===== config.mk =====
export PLATFORM = sky130hd
export DESIGN_NAME = sprite_rom_arbiter
export DESIGN_NICKNAME = d
export VERILOG_FILES = /design/src/rtl/sprite_rom_arbiter.sv
export SDC_FILE = /design/constraint.sdc
export NUM_CORES = 1
export LEC_CHECK = 0
export ABC_AREA = 0
export BUFFER_PORTS_ARGS = -buffer_cell sky130_fd_sc_hd__buf_2
export CAP_MARGIN = 25
export CORE_MARGIN = 1.5
export CORE_UTILIZATION = 50
export DETAILED_ROUTE_END_ITERATION = 7
export PLACE_DENSITY = 0.86
export SYNTH_ARGS = -nofsm -noshare
export SYNTH_HDL_FRONTEND = slang
export SYNTH_SLANG_ARGS = --single-unit

===== constraint.sdc =====
create_clock -name Clk -period 5.9 [get_ports Clk]
set_input_delay 0.59 -clock Clk [delete_from_list [all_inputs] [get_ports Clk]]
set_output_delay 0.59 -clock Clk [all_outputs]
set_load 0.1 [all_outputs]

===== src/rtl/sprite_rom_arbiter.sv =====
// sprite_rom_arbiter
//
// Shares a single combinational sprite colour ROM (SPRITE_W x SPRITE_H pixels,
// 3-bit palette index, linear address y*SPRITE_W + x) among N_REQ pixel
// requesters. One ROM access is granted per cycle using a round-robin pointer.
// Each access runs through two stages:
//   stage 0 : pick a winner, register its grant, ROM address and oob flag
//   stage 1 : ROM output is valid for the registered address; the colour is
//             captured into the response registers together with the id
// so a request visible in cycle T produces gnt in T+1 and rsp_valid in T+2.
//
// Ports:
//   Clk        system clock, rising edge
//   Reset_n    asynchronous active-low reset
//   en         allows new grants; an access already in stage 1 still completes
//   req        per-requester request level, held until granted
//   req_x      packed sprite-local x, requester i at [i*X_W +: X_W]
//   req_y      packed sprite-local y, requester i at [i*Y_W +: Y_W]
//   gnt        one-hot single-cycle grant pulse
//   rom_addr   registered address to the sprite ROM
//   rom_data   colour index from the ROM, combinational from rom_addr
//   rsp_valid  one-cycle response strobe
//   rsp_id     requester index of the response
//   rsp_data   colour index (TRANSPARENT for out-of-bounds requests)
//   rsp_oob    response belonged to an out-of-bounds coordinate

module sprite_rom_arbiter #(
    parameter int         N_REQ       = 4,
    parameter int         ID_W        = 2,
    parameter int         SPRITE_W    = 32,
    parameter int         SPRITE_H    = 51,
    parameter int         ADDR_W      = 19,
    parameter int         X_W         = 5,
    parameter int         Y_W         = 6,
    parameter logic [2:0] TRANSPARENT = 3'h0
) (
    input  logic                   Clk,
    input  logic                   Reset_n,
    input  logic                   en,
    input  logic [N_REQ-1:0]       req,
    input  logic [N_REQ*X_W-1:0]   req_x,
    input  logic [N_REQ*Y_W-1:0]   req_y,
    output logic [N_REQ-1:0]       gnt,
    output logic [ADDR_W-1:0]      rom_addr,
    input  logic [2:0]             rom_data,
    output logic                   rsp_valid,
    output logic [ID_W-1:0]        rsp_id,
    output logic [2:0]             rsp_data,
    output logic                   rsp_oob
);

    logic [ID_W-1:0]   rr_ptr;
    logic              s1_valid;
    logic [ID_W-1:0]   s1_id;
    logic              s1_oob;

    logic [N_REQ-1:0]  eligible;
    logic              win_found;
    logic [ID_W-1:0]   win_id;
    logic [ID_W-1:0]   ptr_next;
    logic [N_REQ-1:0]  gnt_next;
    logic [X_W-1:0]    sel_x;
    logic [Y_W-1:0]    sel_y;
    logic              sel_oob;
    logic [ADDR_W-1:0] sel_addr;
    int                scan_idx;

    // Round-robin search: scan upward from the pointer, wrapping modulo N_REQ.
    // The requester currently holding gnt is excluded so that it has one cycle
    // to drop req or present its next coordinates before being re-arbitrated.
    always_comb begin
        eligible  = req & ~gnt;
        win_found = 1'b0;
        win_id    = '0;
        scan_idx  = 0;
        for (int k = 0; k < N_REQ; k++) begin
            scan_idx = int'(rr_ptr) + k;
            if (scan_idx >= N_REQ) begin
                scan_idx = scan_idx - N_REQ;
            end
            if (en && !win_found && eligible[scan_idx]) begin
                win_found = 1'b1;
                win_id    = ID_W'(scan_idx);
            end
        end
    end

    // Winner's coordinates, bounds check, linear address and next pointer.
    // The address is formed at full ADDR_W width so legal coordinates never
    // truncate; the oob flag is evaluated on the raw (zero-extended) values.
    always_comb begin
        sel_x    = req_x[win_id*X_W +: X_W];
        sel_y    = req_y[win_id*Y_W +: Y_W];
        sel_oob  = (int'(sel_x) >= SPRITE_W) || (int'(sel_y) >= SPRITE_H);
        sel_addr = ADDR_W'(sel_y) * ADDR_W'(SPRITE_W) + ADDR_W'(sel_x);
        if (win_id == ID_W'(N_REQ - 1)) begin
            ptr_next = '0;
        end else begin
            ptr_next = win_id + 1'b1;
        end
        gnt_next         = '0;
        gnt_next[win_id] = win_found;
    end

    // Pipeline registers. Without a winner the pointer and ROM address hold,
    // and an out-of-bounds winner leaves the ROM address untouched so the ROM
    // output stays stable. Stage-1 results move into the response registers
    // every cycle; rsp_valid qualifies them.
    always_ff @(posedge Clk or negedge Reset_n) begin
        if (!Reset_n) begin
            gnt       <= '0;
            rom_addr  <= '0;
            rr_ptr    <= '0;
            s1_valid  <= 1'b0;
            s1_id     <= '0;
            s1_oob    <= 1'b0;
            rsp_valid <= 1'b0;
            rsp_id    <= '0;
            rsp_data  <= '0;
            rsp_oob   <= 1'b0;
        end else begin
            gnt      <= gnt_next;
            s1_valid <= win_found;
            if (win_found) begin
                s1_id  <= win_id;
                s1_oob <= sel_oob;
                rr_ptr <= ptr_next;
                if (!sel_oob) begin
                    rom_addr <= sel_addr;
                end
            end
            rsp_valid <= s1_valid;
            rsp_id    <= s1_id;
            rsp_oob   <= s1_oob;
            rsp_data  <= s1_oob ? TRANSPARENT : rom_data;
        end
    end

endmodule

==> impl_metrics.env <==
export IMPL_routed_via_count=1461
export IMPL_synth_yosys_warnings=0
export IMPL_finClkSkew_ps=7.49
export IMPL_top_signal_layer_used="met4"
export IMPL_avg_inst_size_synth_um2=10.8
export IMPL_postCtsSetupRepairBufs=0
export IMPL_synth_area_um2=1750
export IMPL_hpwl_mm=2.82
export IMPL_met3RoutedLength_um=242
export IMPL_placement_rows=21
export IMPL_layout_area_overhead_vs_synth_pct=21.9
export IMPL_synth_enable_flop_cells=0
export IMPL_tcrit_tclk_final_pct=61.1
export IMPL_yosysUniqueCellTypes=42
export IMPL_clock_latency_ps=320
export IMPL_number_of_buffers_on_the_longest_clock_path=2
export IMPL_globalplace_congestion=0.852
export IMPL_ys_dominant_reg_cell="dfrtp_1"
export IMPL_residual_drc=0
export IMPL_worst_path_max_fanout=17
export IMPL_setup_viol_count_final=0
export IMPL_route_detailed_wl_per_inst_um=12.8
export IMPL_tritoncts_clock_tree="yes"
export IMPL_dieWidth_um=62.2
export IMPL_synth_area_leaders="dfrtp_1, mux2i_1, mux4_2, mux2_4, buf_4"
export IMPL_first_global_vias=1386
export IMPL_slew_headroom_pct=38.1
export IMPL_worst_hold_path_type="in -> async"
export IMPL_die_area_um2=3870
export IMPL_cp_capture_type="register"
export IMPL_final_min_clock_period_ps=3600
export IMPL_grt_setup_unrepaired="no"
export IMPL_floorplan_die_height_um=62.2
export IMPL_place_port_buffers=75
export IMPL_post_cts_sizing=0
export IMPL_clkTransAtPathRegs_ps=140
export IMPL_worst_endpoint_arrival_ps=3830
export IMPL_vias_per_cell=5.22
export IMPL_critical_path_required_ps=6120
export IMPL_grtUsageTotal_pct=19.0
export IMPL_clock_sinks=28
export IMPL_clk_root_buffer_cell="clkbuf_4"
export IMPL_critPathKind="reg -> reg"
export IMPL_numCtsBuffers=3
export IMPL_synth_seq_area_share_pct=40.0
export IMPL_tightest_slew_ps=928
export IMPL_maxClockFrequency_mhz=278
export IMPL_max_cap_viol_count=0
export IMPL_grt_start_max_net_pins=29
export IMPL_final_max_slew_violation_count=0
export IMPL_synthArstFlopShare_pct=100
export IMPL_r2r_slack_ps=2300
export IMPL_std_cell_core_area_um2=3340
export IMPL_final_setup_tns_ps=0
export IMPL_detail_route_first_pass_iterations=5
export IMPL_grt_pass1_wl_mm=5.94
export IMPL_grt_antenna_before_repair=0
export IMPL_startpoint_type="register"
export IMPL_ant_nets=0
export IMPL_final_net_count=293
export IMPL_finalHoldViolCount=0
export IMPL_final_layout_size_suffix_gt1_share_pct=43.2
export IMPL_ys_top_cells_by_count="dfrtp_1, nand2_1, mux2i_1"
export IMPL_wl_met2_mm=1.89
export IMPL_design_portCount=84
export IMPL_synth_ff_latch_count=28
export IMPL_cell_count_after_synthesis=163
export IMPL_wl_met1_mm=1.43
export IMPL_synth_most_common_cell="dfrtp_1"
export IMPL_hold_buffers=0
export IMPL_status="completed"
export IMPL_synth_top_area_cell="dfrtp_1"
export IMPL_yosys_area_top_type_share_pct=40.0
export IMPL_gr_ovfl_total=0
export IMPL_final_wl_mm=3.59
export IMPL_htreeDepth=1
export IMPL_drt_iter0_markers=49
export IMPL_initial_core_util_pct=52.5
export IMPL_insertedDiodeCount=0
per-stage QoR:
step	hold WS [ps]	instance area (um2)	utilization [%]	instances	worst slack, ps
2_1_floorplan	294	1780	-	170	2630
3_3_place_gp	333	2080	62.5	276	2200
3_5_place_dp	336	2080	62.5	276	2050
4_1_cts	271	2140	64.0	280	2320
5_1_grt	290	2140	64.0	280	1970
6_report	262	2140	64.0	280	2300
state kept, by name, indices dropped and copies added, names as in the netlist, 2 cells and up:
signal / count
gnt: 4
rr_ptr: 2
s1_id: 2
rom_addr: 11
rsp_id: 2
rsp_data: 3
cell families after synthesis:
logic type                 Yosys count  synth area share [%]
AOI/OAI and AO/OA                   30                  12.6
adders and majority gates            4                  2.86
buffers and inverters               21                  8.57
DFF                                 28                  40.0
muxes                               25                  19.7
other                                1                 0.214
and+or+nand+nor                     54                  16.1
worst max-delay path: stages (launching register included):
cell and delay, ps:
dfrtp_1 630, nand3b_1 170, o2111ai_1 130, a21o_1 170
and2_1 150, nand2b_1 110, a22o_1 730, mux2i_1 340
a211oi_1 140, o21ai_2 540, mux2_2 410
per-layer routing:
layer / vias to the layer above / GRT usage, %
met5: - / 0
met2: 65 / 34.0
li1: 709 / -
met3: 2 / 3.26
met1: 685 / 23.6
met4: 0 / 6.11
placed cells by master (no fill, tap or decap), drive strengths merged, types with 3 or more instances in the layout:
| cell | n |
|---|---|
| nor2 | 3 |
| nand3 | 8 |
| clkbuf | 3 |
| nor2b | 6 |
| mux4 | 5 |
| nand4 | 3 |
| o21ai | 6 |
| dfrtp | 28 |
| mux2 | 8 |
| nand2 | 19 |
| inv | 4 |
| and2 | 5 |
| buf | 75 |
| nand2b | 4 |
| a21oi | 9 |
| mux2i | 12 |
| ha | 4 |
| conb | 8 |
worst paths after layout:
check	startpoint	to	depth (start not counted)
min in group Clk	s1_valid$_DFF_PN0_	rsp_valid$_DFF_PN0_	0
worst min register to register	s1_valid$_DFF_PN0_	rsp_valid$_DFF_PN0_	0
max in group asynchronous	Reset_n	rom_addr[8]$_DFFE_PN0P_	1
worst max register to register	rr_ptr[1]$_DFFE_PN0N_	rom_addr[0]$_DFFE_PN0P_	10
worst min-delay path	Reset_n	s1_oob$_DFFE_PN0N_	1
worst max-delay path	rr_ptr[1]$_DFFE_PN0N_	rom_addr[0]$_DFFE_PN0P_	10
cell type report:
type                       instances  area [um2]
sequential                        28         701
fill                             294        1200
clock inverter                     1        30.0
timing repair buffer              75         375
clock buffer                       3        22.5
inverter                           6        22.5
multi-input combinational        121         928
tap                               46        57.6
Power is not shown: default switching activity piles up to over one toggle a cycle in this logic, so the estimate is an artifact.
